## config.mk

```make
export PLATFORM = sky130hd
export DESIGN_NAME = switch_scheduler
export DESIGN_NICKNAME = d
export VERILOG_FILES = /design/src/rtl/switch_scheduler.sv
export SDC_FILE = /design/constraint.sdc
export NUM_CORES = 1
export LEC_CHECK = 0
export CAP_MARGIN = 10
export CORE_MARGIN = 1
export CORE_UTILIZATION = 45
export DETAILED_ROUTE_END_ITERATION = 6
export PLACE_DENSITY = 0.68
export SYNTH_ARGS = -nofsm -noshare
export SYNTH_HDL_FRONTEND = slang
export SYNTH_SLANG_ARGS = --single-unit
```

## constraint.sdc

```tcl
create_clock -name clk -period 3.8 [get_ports clk]
set_input_delay 0.95 -clock clk [delete_from_list [all_inputs] [get_ports clk]]
set_output_delay 0.95 -clock clk [all_outputs]
set_load 0.1 [all_outputs]
```

## src/rtl/switch_scheduler.sv

```systemverilog
// Crossbar scheduler for a 4-port packet switch: per-ingress fan-out FSMs feeding
// per-egress round-robin arbiters, with illegal-packet discard and a saturating drop count.
//
// state     | meaning
// ST_IDLE   | waiting for a valid FIFO head; judges legality
// ST_ACTIVE | packet latched; waiting for every egress copy in pending[i] to be accepted
// ST_POP    | pop strobe to the ingress FIFO for one cycle
module switch_scheduler #(
   parameter int NUM_PORTS = 4,
   parameter int PKT_WIDTH = 16,
   parameter int CNT_WIDTH = 16
) (
   input  logic                           clk,
   input  logic                           rst_n,
   input  logic [NUM_PORTS-1:0]           in_valid,
   input  logic [NUM_PORTS*PKT_WIDTH-1:0] in_pkt,
   output logic [NUM_PORTS-1:0]           in_pop,
   output logic [NUM_PORTS-1:0]           out_valid,
   output logic [NUM_PORTS*PKT_WIDTH-1:0] out_pkt,
   input  logic [NUM_PORTS-1:0]           out_ready,
   output logic [CNT_WIDTH-1:0]           drop_cnt
);

   localparam int PW = $clog2(NUM_PORTS);
   localparam int DW = $clog2(NUM_PORTS + 1);

   localparam logic [1:0] ST_IDLE   = 2'd0;
   localparam logic [1:0] ST_ACTIVE = 2'd1;
   localparam logic [1:0] ST_POP    = 2'd2;

   logic [1:0]           st       [NUM_PORTS];
   logic [NUM_PORTS-1:0] pending  [NUM_PORTS];
   logic [PKT_WIDTH-1:0] pkt_reg  [NUM_PORTS];
   logic [PW-1:0]        gnt_src  [NUM_PORTS];
   logic [PW-1:0]        rr_ptr   [NUM_PORTS];
   logic [PKT_WIDTH-1:0] opkt     [NUM_PORTS];

   logic [PKT_WIDTH-1:0] head     [NUM_PORTS];
   logic [NUM_PORTS-1:0] src      [NUM_PORTS];
   logic [NUM_PORTS-1:0] tgt      [NUM_PORTS];
   logic [NUM_PORTS-1:0] dmask    [NUM_PORTS];
   logic [NUM_PORTS-1:0] legal;
   logic [NUM_PORTS-1:0] drop_ev;
   logic [DW-1:0]        n_drop;

   logic [NUM_PORTS-1:0] xfer;
   logic [NUM_PORTS-1:0] done_v   [NUM_PORTS];
   logic [NUM_PORTS-1:0] held     [NUM_PORTS];
   logic [NUM_PORTS-1:0] pend_nxt [NUM_PORTS];
   logic [NUM_PORTS-1:0] req      [NUM_PORTS];
   logic [PW-1:0]        win      [NUM_PORTS];
   logic [NUM_PORTS-1:0] found;

   assign xfer = out_valid & out_ready;

   always_comb begin
      n_drop = '0;
      for (int i = 0; i < NUM_PORTS; i++) begin
         head[i]  = in_pkt[i*PKT_WIDTH +: PKT_WIDTH];
         src[i]   = head[i][PKT_WIDTH-1 -: NUM_PORTS];
         tgt[i]   = head[i][PKT_WIDTH-NUM_PORTS-1 -: NUM_PORTS];
         legal[i] = (tgt[i] != '0) && (src[i] != '0) &&
                    ((src[i] & (src[i] - NUM_PORTS'(1))) == '0) &&
                    ((tgt[i] == '1) || ((src[i] & tgt[i]) == '0));
         // broadcast never loops back to its own source
         dmask[i]   = (tgt[i] == '1) ? ~src[i] : tgt[i];
         drop_ev[i] = (st[i] == ST_IDLE) && in_valid[i] && !legal[i];
         n_drop     = n_drop + DW'(drop_ev[i]);
         in_pop[i]  = (st[i] == ST_POP);
      end
   end

   always_comb begin
      for (int i = 0; i < NUM_PORTS; i++) begin
         for (int o = 0; o < NUM_PORTS; o++) begin
            held[i][o]   = out_valid[o] && (gnt_src[o] == PW'(i));
            done_v[i][o] = xfer[o] && (gnt_src[o] == PW'(i));
         end
         pend_nxt[i] = pending[i] & ~done_v[i];
      end
      for (int o = 0; o < NUM_PORTS; o++) begin
         for (int i = 0; i < NUM_PORTS; i++) begin
            req[o][i] = (st[i] == ST_ACTIVE) && pend_nxt[i][o] && !held[i][o];
         end
      end
   end

   always_comb begin
      logic [PW-1:0] idx;
      idx = '0;
      for (int o = 0; o < NUM_PORTS; o++) begin
         found[o] = 1'b0;
         win[o]   = '0;
         for (int k = 0; k < NUM_PORTS; k++) begin
            idx = rr_ptr[o] + PW'(k);
            if (!found[o] && req[o][idx]) begin
               found[o] = 1'b1;
               win[o]   = idx;
            end
         end
      end
   end

   always_ff @(posedge clk or negedge rst_n) begin
      if (!rst_n) begin
         for (int i = 0; i < NUM_PORTS; i++) begin
            st[i]      <= ST_IDLE;
            pending[i] <= '0;
            pkt_reg[i] <= '0;
         end
      end else begin
         for (int i = 0; i < NUM_PORTS; i++) begin
            case (st[i])
               ST_IDLE: begin
                  if (in_valid[i]) begin
                     if (legal[i]) begin
                        st[i]      <= ST_ACTIVE;
                        pending[i] <= dmask[i];
                        pkt_reg[i] <= head[i];
                     end else begin
                        st[i] <= ST_POP;
                     end
                  end
               end
               ST_ACTIVE: begin
                  pending[i] <= pend_nxt[i];
                  if (pend_nxt[i] == '0) st[i] <= ST_POP;
               end
               ST_POP:  st[i] <= ST_IDLE;
               default: st[i] <= ST_IDLE;
            endcase
         end
      end
   end

   always_ff @(posedge clk or negedge rst_n) begin
      if (!rst_n) begin
         drop_cnt <= '0;
      end else if (n_drop != '0) begin
         logic [CNT_WIDTH:0] sum;
         sum = {1'b0, drop_cnt} + (CNT_WIDTH+1)'(n_drop);
         drop_cnt <= sum[CNT_WIDTH] ? '1 : sum[CNT_WIDTH-1:0];
      end
   end

   // a new grant may replace the current packet only once it has been accepted
   always_ff @(posedge clk or negedge rst_n) begin
      if (!rst_n) begin
         out_valid <= '0;
         for (int o = 0; o < NUM_PORTS; o++) begin
            opkt[o]    <= '0;
            gnt_src[o] <= '0;
            rr_ptr[o]  <= '0;
         end
      end else begin
         for (int o = 0; o < NUM_PORTS; o++) begin
            if (!out_valid[o] || xfer[o]) begin
               if (found[o]) begin
                  out_valid[o] <= 1'b1;
                  opkt[o]      <= pkt_reg[win[o]];
                  gnt_src[o]   <= win[o];
                  rr_ptr[o]    <= win[o] + PW'(1);
               end else begin
                  out_valid[o] <= 1'b0;
               end
            end
         end
      end
   end

   always_comb begin
      out_pkt = '0;
      for (int o = 0; o < NUM_PORTS; o++) out_pkt[o*PKT_WIDTH +: PKT_WIDTH] = opkt[o];
   end

endmodule
```

==> results of run 1 <==
==> Yosys cell counts, drive strengths merged, types with 6 or more instances <==
library cell  count
a31oi            67
o21ai            43
and3             13
a2111oi          34
nand2           112
nand4            17
or3               6
clkbuf           30
a311oi           33
nor3              9
a211oi           66
nor4              8
nand2b            7
a311o             8
mux2i            35
a22oi             8
xnor2             9
o211ai            7
nand3            32
a21oi            21
inv              46
dfrtp           188
buf              45
and2              6
nor2b            10
mux2             68
nor2            110
a21o              7
==> power by group through the flow <==
stage | sequential (mW) | clock [mW] | combinational, mW
2_1_floorplan | 6.51 | 0 | 2.68
3_3_place_gp | 3.97 | 0 | 7.22
3_5_place_dp | 3.99 | 0 | 7.34
4_1_cts | 3.97 | 1.79 | 7.41
5_1_grt | 4.11 | 1.87 | 7.90
6_report | 4.01 | 1.78 | 7.48
==> per-layer routing <==
layer | GRT usage | up-vias
met4 | 0.106 | 0
met1 | 0.389 | 4999
met3 | 0.0501 | 100
met5 | 0 | -
met2 | 0.473 | 539
li1 | - | 4623
==> worst register-to-register path, delay by kind of cell, from the launching register on <==
| family | cells | cell delay, ns |
|---|---|---|
| AO/OA/AOI/OAI | 4 | 1.36 |
| AND/OR/NAND/NOR | 1 | 0.88 |
| flip-flops | 1 | 0.47 |
| buffers and inverters | 2 | 0.33 |
==> how the worst max path moves through the flow <==
stage,slack (ns),cells past startpoint,start,end
after detailed placement,-1.0,16,in_pkt[30],drop_cnt[10]
after global placement,-0.91,16,in_pkt[30],drop_cnt[10]
after CTS,0.002,15,in_pkt[63],drop_cnt[10]
after global routing,-0.05,17,in_pkt[31],drop_cnt[10]
after floorplan,-0.24,16,in_pkt[9],drop_cnt[10]
final,0.07,16,in_pkt[12],drop_cnt[10]
==> timing repair <==
action,in CTS,in global routing
gates cloned,0,0
buffers inserted,5,0
resized for setup,78,35
setup endpoints to repair,16,15
pin swaps,23,12
==> kinds of logic (layout without fill, tap and decap cells) <==
family	Yosys count	after routing	synth area share
muxes	103	103	0.102
DFF	188	188	0.428
AOI/OAI and AO/OA	329	329	0.243
and+or+nand+nor	358	358	0.155
adders and majority gates	7	7	0.00933
buffers and inverters	121	332	0.0534
xor gates and xnor gates	13	13	0.0104
==> final cells by class <==
type                       count  area (um2)  share of cell area
clock buffer                  19         443              0.0314
clock inverter                13         134             0.00950
inverter                      46         173              0.0123
multi-input combinational    810        5920               0.420
sequential                   188        4700               0.334
tap                          319         399              0.0283
timing repair buffer         254        2310               0.164
==> impl_metrics.toml, run 1 <==
[routing]
drt-pass1-iter-count = 6
drt_iter0_drc = 924
m1WireLength_um = 14600
route.detailed.wl_per_inst_um = 21.5
wl_met2_um = 16800
route.met3.wl_um = 2790
highest_layer = "met4"
ant_nets = 0
via_per_inst = 6.22
drt-total-wl_um = 35400
drc_errors = 0
via_count = 10261

[die]
die_area_um2 = 25100
initial_utilization = 0.464
die_height_um = 158
rows = 56
core_um2 = 23700
io_pins = 162
die_width_um = 158

[worst_setup_path]
start_kind = "input port"
crit_buf_inv = 2
crit_family = "adder cells"
cp_cell_sequence = "dlygate4sd2_1 > a22oi_2 > nand2_1 > a21oi_2 > o311a_4 > nor2_4 > fa_1 > ha_4 > ha_4 > inv_2 > fa_2 > nor2b_4 > o21ai_4 > nor2_4 > nand4_1 > mux2_4"
r2r_slack_ns = 0.66
crit_path_max_fanout = 4
arrival_ns = 4.07
crit_path_end_kind = "register"
cp_data_required_time_ns = 4.14
rr_worst_depth = 7
slowest_delay_ns = 0.52
worstReg2RegStart = "out_valid[2]"
cp_slowest_cell = "fa_1"
path_class = "in2reg"
r2r-end = "out_pkt[40]"

[logic_synthesis]
yosysUniqueCellTypes = 79
yosysWarnings = 0
ys_seq_area_frac = 0.428
synth.largest_area_cell = "dfrtp_1"
syn_avg_cell_area_um2 = 9.82
ys_async_sr_fraction = 1.00
synth_area_leaders = "dfrtp_1, mux2_2, nand2_1, a31oi_1, nor2_1"
synth_edf_count = 0
synth_top_area_share = 0.428
netlist_instances = 1119
synth_area_um2 = 11000
synth_top_flop_cell = "dfrtp_1"
yosys_register_bits = 188
syn_nets = 1200

[cells_and_area]
finish.utilization = 0.595
layout_commonest_cell = "dfrtp_1"
final_area_um2 = 14100
stdcell_count = 1649
drive_gt1_frac = 0.238
final_cell_mix = "dfrtp_1, clkdlybuf4s50_1, nand2_1"
fill_cells = 2080
syn2layout_area_growth_pct = 28.2
final_nets = 1398
antennaDiodeCount = 0

[power_and_ir_drop]
irDropWorstVdd_mv = 0.818
p_seq_frac = 0.302
finalPower_mw = 13.3
power_density_nw_per_um2 = 941
power.internal_mw = 6.09
pwr-share-clk = 0.134
power_frac_comb = 0.564
total_leakage_power_nw = 5.71
p_switching_mw = 7.17
swShare = 0.541

[placed_design]
gp_congestion = 0.932
dp_cells = 1612
dp_hpwl_um = 25000
placed_area_um2 = 13300
io_buffers = 161
place_ws_ns = -0.998

[sta]
fin_worst_skew_ns = 0.0143
setup-violations-final = 0
grt_setup_unrepaired = "yes"
post-route-period-util = 0.981
period_needed_ns = 3.73
tightest_slew_ns = 1.03
fmax_ghz = 0.268
fin_tns_setup_ns = 0
maxSlewViolCount = 0
hold_slack_ns = 0.451
setup_slack_ns = 0.0713
maxSlewHeadroom = 0.316
finalHoldViolCount = 0

[global_routing]
gr-usage-all-layers = 0.291
first_global_vias = 9900
antenna_found_initial = 0
grt_start_max_net_pins = 75
overflow = 0
grt_pass1_wl_um = 55400

[clock_network]
cts_made_buffers = 17
cts_tree = "yes"
cts_sinks = 188
insertion_delay_ns = 0.45
hold_buffers = 0
ctsHtreeMaxLevel = 4
clock_path_buffers = 2
cts_root_buf = "clkbuf_16"
cts.clk_slew.worst_paths_ns = 0.08

[run_status]
status = "complete, no violations"

[hold_path]
hold_class = "in2async"

[flow_run]
max-cap-violations = 0
(Power assumes the default switching activity.)
==> run 2: changes to the inputs <==
--- a/config.mk
+++ b/config.mk
@@ -8,8 +8,10 @@
 export CAP_MARGIN = 10
 export CORE_MARGIN = 1
 export CORE_UTILIZATION = 45
+export CTS_BUF_LIST = sky130_fd_sc_hd__clkbuf_4
 export DETAILED_ROUTE_END_ITERATION = 6
 export PLACE_DENSITY = 0.68
+export REMOVE_ABC_BUFFERS = 1
 export SYNTH_ARGS = -nofsm -noshare
 export SYNTH_HDL_FRONTEND = slang
 export SYNTH_SLANG_ARGS = --single-unit
==> run 2 against run 1 <==
  * Critical endpoint is now drop_cnt[15]
  * Worst setup slack lost 0.024 ns
  * Routed wire length up 2.0%
  * Maximum frequency fell by 0.64%
  * Sequential share of layout area grew 0.95 points
  * Die area unchanged
  * Flip-flop and latch count unchanged
  * Critical path depth stayed put
  * Count of clock-buffer cells in the layout fell by 1
==> impl_metrics.toml, run 2 (synthesis gave the netlist of run 1 again) <==
[cells_and_area]
syn2layout_area_growth_pct = 24.6
final_nets = 1407
finish.utilization = 0.578
layout_commonest_cell = "dfrtp_1"
final_cell_mix = "dfrtp_1, clkdlybuf4s50_1, buf_4"
drive_gt1_frac = 0.232
fill_cells = 2159

[routing]
via_per_inst = 6.21
drt-pass1-iter-count = 7
drc_errors = 0
route.detailed.wl_per_inst_um = 21.8
drt_iter0_drc = 1019
via_count = 10288
ant_nets = 0
drt-total-wl_um = 36100

[placed_design]
io_buffers = 161
dp_hpwl_um = 24900
gp_congestion = 0.921

[worst_setup_path]
path_class = "in2reg"
arrival_ns = 4.27
crit_path_max_fanout = 4
crit_path_end_kind = "register"
cp_data_required_time_ns = 4.31
start_kind = "input port"

[flow_run]
max-cap-violations = 0

[sta]
maxSlewHeadroom = 0.191
post-route-period-util = 0.988
setup-violations-final = 0
finalHoldViolCount = 0
tightest_slew_ns = 1.21
fmax_ghz = 0.266
maxSlewViolCount = 0
fin_tns_setup_ns = 0
period_needed_ns = 3.75
fin_worst_skew_ns = 0.0359

[die]
io_pins = 162
rows = 56
core_um2 = 23700
initial_utilization = 0.464
die_height_um = 158
die_width_um = 158
die_area_um2 = 25100

[global_routing]
first_global_vias = 9854
grt_pass1_wl_um = 55100
grt_start_max_net_pins = 92
antenna_found_initial = 2
gr-usage-all-layers = 0.294
overflow = 0

[clock_network]
cts_tree = "yes"
ctsHtreeMaxLevel = 4
cts.clk_slew.worst_paths_ns = 0.17
insertion_delay_ns = 0.59
cts_made_buffers = 17
hold_buffers = 0
clock_path_buffers = 2
cts_sinks = 188
cts_root_buf = "clkbuf_4"

[power_and_ir_drop]
irDropWorstVdd_mv = 0.638
power_density_nw_per_um2 = 914
total_leakage_power_nw = 5.61

[run_status]
status = "complete, no violations"

[hold_path]
hold_class = "in2async"
==> run 2: cell types whose count changed in the layout (fill, tap and decap cells not counted), moves of 5 or more <==
cell and change:
buf_4 +16, clkbuf_2 +7, dlygate4sd2_1 +7, clkbuf_16 -17, buf_2 -7, clkbuf_4 +18
buf_6 -5
==> run 2: routing by layer <==
metal	up-vias	global-route usage	share of wire
met1	4951	0.399	0.42
met5	-	0	0.00033
met3	105	0.0705	0.085
li1	4651	-	-
met2	579	0.452	0.46
met4	2	0.114	0.034
==> run 2: final timing paths <==
check                            from            to  slack (ns)  depth (start not counted)
setup / recovery           in_pkt[58]  drop_cnt[15]        0.05                         16
hold / removal                  rst_n   pkt_reg[19]        0.37                          1
setup reg to reg                st[0]  drop_cnt[15]        0.65                         13
hold reg to reg                 st[5]         st[5]        0.50                          1
max in group asynchronous       rst_n   out_pkt[60]        2.58                          2
min in group clk                st[5]         st[5]        0.50                          1
==> run 2: final cells by class <==
type / instances / area, um2 / area share
repair buffers: 263 / 2310 / 0.168
inverters: 46 / 173 / 0.0126
multi-input cells: 810 / 5840 / 0.426
clock inverters: 13 / 139 / 0.0101
diodes: 1 / 2.50 / 0.000183
well taps: 319 / 399 / 0.0291
flip-flops and latches: 188 / 4700 / 0.343
clock buffers: 18 / 135 / 0.00986
==> run 2: per-stage QoR <==
step / worst slack (ns) / instance area, um2 / instances / hold slack (ns) / power, mW
after floorplan: -0.442 / 10600 / 1044 / 0.454 / 9.01
after global placement: -1.19 / 13300 / 1625 / 0.480 / 11.2
after detailed placement: -1.25 / 13300 / 1625 / 0.494 / 11.3
after CTS: 0.00342 / 13700 / 1657 / 0.415 / 12.5
after global routing: -0.0295 / 13700 / 1658 / 0.406 / 13.1
final: 0.0474 / 13700 / 1658 / 0.366 / 12.5
==> run 2: power breakdown <==
group | switching (mW) | internal (mW)
combinational | 5.27 | 2.21
sequential | 1.02 | 2.90
clock | 0.717 | 0.399
==> run 2: what timing repair did <==
action / CTS / global route
gates resized for setup: 44 / 34
pin swaps: 12 / 8
setup buffers: 1 / 0
setup endpoints to repair: 15 / 14
==> run 2: worst max-delay path, stage by stage <==
cell and delay [ns]:
dlygate4sd2_1 0.34, buf_4 0.17, nor4_2 0.04, a2111oi_2 0.29, buf_4 0.19, nor2_4 0.05
fa_2 0.58, ha_4 0.14, ha_1 0.23, buf_4 0.14, ha_1 0.26, a21o_1 0.16
a21oi_2 0.21, nor4_2 0.08, nand3_1 0.11, mux2_2 0.33
==> run 3: changes to the inputs <==
--- a/config.mk
+++ b/config.mk
@@ -6,11 +6,13 @@
 export NUM_CORES = 1
 export LEC_CHECK = 0
 export CAP_MARGIN = 10
+export CELL_PAD_IN_SITES_DETAIL_PLACEMENT = 1
+export CELL_PAD_IN_SITES_GLOBAL_PLACEMENT = 2
 export CORE_MARGIN = 1
-export CORE_UTILIZATION = 45
+export CORE_UTILIZATION = 36
 export CTS_BUF_LIST = sky130_fd_sc_hd__clkbuf_4
 export DETAILED_ROUTE_END_ITERATION = 6
-export PLACE_DENSITY = 0.68
+export PLACE_DENSITY = 0.8
 export REMOVE_ABC_BUFFERS = 1
 export SYNTH_ARGS = -nofsm -noshare
 export SYNTH_HDL_FRONTEND = slang
==> constraint.sdc (replaced) <==
create_clock -name clk -period 3.8 [get_ports clk]
set_input_delay 0.38 -clock clk [delete_from_list [all_inputs] [get_ports clk]]
set_output_delay 0.38 -clock clk [all_outputs]
set_load 0.1 [all_outputs]
==> run 3 against run 2 <==
  * First-iteration DRC count down 32%
  * Largest power group unchanged
  * Routed wire length is 17% higher
  * Sequential power is 2% higher
  * Clock skew about the same
  * Critical path type unchanged
  * Maximum frequency increased by 2.0%
  * Register-to-register slack lost 0.22 ns
==> impl_metrics.toml, run 3 (synthesis gave the netlist of run 1 again) <==
[placed_design]
gp_congestion = 0.860
dp_hpwl_um = 29400
placed_area_um2 = 13500
io_buffers = 161
dp_cells = 1699

[cells_and_area]
final_nets = 1410
layout_commonest_cell = "dfrtp_1"
final_area_um2 = 13800
syn2layout_area_growth_pct = 25.7
stdcell_count = 1732
drive_gt1_frac = 0.205
finish.utilization = 0.463
final_cell_mix = "dfrtp_1, clkdlybuf4s50_1, nand2_1"

[worst_setup_path]
arrival_ns = 4.19
cp_slowest_cell = "clkdlybuf4s50_1"
cp_data_required_time_ns = 4.31
crit_family = "adder cells"
path_class = "in2reg"
r2r_slack_ns = 0.43
slowest_delay_ns = 0.50
cp_cell_sequence = "clkdlybuf4s50_1 > buf_4 > a22oi_1 > a21oi_1 > a2111oi_1 > buf_4 > nor2_1 > fa_1 > ha_1 > ha_1 > buf_4 > ha_1 > a21o_1 > a21oi_2 > nor4_1 > nand3_1 > mux2_2"
crit_path_max_fanout = 5
start_kind = "input port"
crit_path_end_kind = "register"
crit_buf_inv = 4

[sta]
fin_tns_setup_ns = 0
fin_worst_skew_ns = 0.0358
maxSlewHeadroom = 0.262
finalHoldViolCount = 0
maxSlewViolCount = 0
hold_slack_ns = 0.271
tightest_slew_ns = 1.10
setup-violations-final = 0
period_needed_ns = 3.68
fmax_ghz = 0.272
post-route-period-util = 0.968

[hold_path]
hold_class = "in2async"

[die]
die_height_um = 177
core_um2 = 29900
rows = 63
die_area_um2 = 31200
initial_utilization = 0.368
die_width_um = 177
io_pins = 162

[power_and_ir_drop]
total_leakage_power_nw = 5.56
irDropWorstVdd_mv = 0.608
power_density_nw_per_um2 = 924

[clock_network]
cts.clk_slew.worst_paths_ns = 0.17
cts_sinks = 188
insertion_delay_ns = 0.64
cts_made_buffers = 17
postCtsSetupBuffers = 0
ctsHtreeMaxLevel = 4
cts_tree = "yes"
clock_path_buffers = 2
cts_root_buf = "clkbuf_4"

[routing]
ant_nets = 0
drt-total-wl_um = 42300
via_count = 10438
route.detailed.wl_per_inst_um = 24.4
via_per_inst = 6.03
drc_errors = 0
drt_iter0_drc = 697
drt-pass1-iter-count = 5

[flow_run]
max-cap-violations = 0

[global_routing]
antenna_found_initial = 1
first_global_vias = 10681
overflow = 0
grt_pass1_wl_um = 65400
gr-usage-all-layers = 0.278
grt_start_max_net_pins = 69

[run_status]
status = "complete, no violations"
==> run 3: cell count changes in the layout (fill, tap and decap cells not counted), sizes merged, moves of 2 or more <==
| cell | delta |
|---|---|
| clkdlybuf4s50 | +36 |
| clkbuf | -10 |
| clkinv | -3 |
| buf | -10 |
| dlygate4sd2 | -12 |
| clkinvlp | +3 |
| clkdlybuf4s15 | -2 |
==> run 3: path summary, 6_finish.rpt <==
path / start / end / depth (start not counted)
min: rst_n / pkt_reg[51] / 2
min in group clk: in_pkt[5] / pkt_reg[53] / 2
max reg2reg: st[1] / drop_cnt[15] / 13
max in group asynchronous: rst_n / drop_cnt[13] / 3
max: in_pkt[31] / drop_cnt[15] / 17
min reg2reg: st[1] / st[1] / 1
==> run 3: area by class of cell <==
class                   count  area (um2)
fillers                  3447       16100
inverters                  46         173
well taps                 390         488
flip-flops and latches    188        4700
multi-input cells         810        5740
repair buffers            266        2430
clock inverters            14         160
clock buffers              17         128
diodes                      1        2.50
==> run 3: per-stage QoR <==
step / setup slack, ns / power, mW
final: 0.120 / 12.8
after global routing: -0.0167 / 13.4
after CTS: 0.0228 / 12.7
after detailed placement: -0.826 / 11.6
after global placement: -0.615 / 11.4
after floorplan: -0.109 / 9.01
==> run 3: repair_timing <==
| item | in CTS | in global routing |
|---|---|---|
| pin swaps | 1 | 0 |
| hold buffers | 1 | 0 |
| endpoints found under the setup margin | 13 | 14 |
| resized for setup | 3 | 5 |
| hold endpoints to repair | 59 | 0 |
==> run 3: per-layer routing <==
metal	track usage	up-vias	wire [um]
li1	-	4647	-
met1	0.379	5360	19100
met2	0.448	359	19700
met3	0.0333	72	2110
met4	0.108	0	1320
met5	0	-	0
==> run 3: report_power, final <==
group          total [mW]  internal (mW)  switching [mW]
combinational        7.57           2.21            5.36
sequential           4.01           2.90            1.11
clock                1.19          0.400           0.791
total                12.8           5.51            7.26
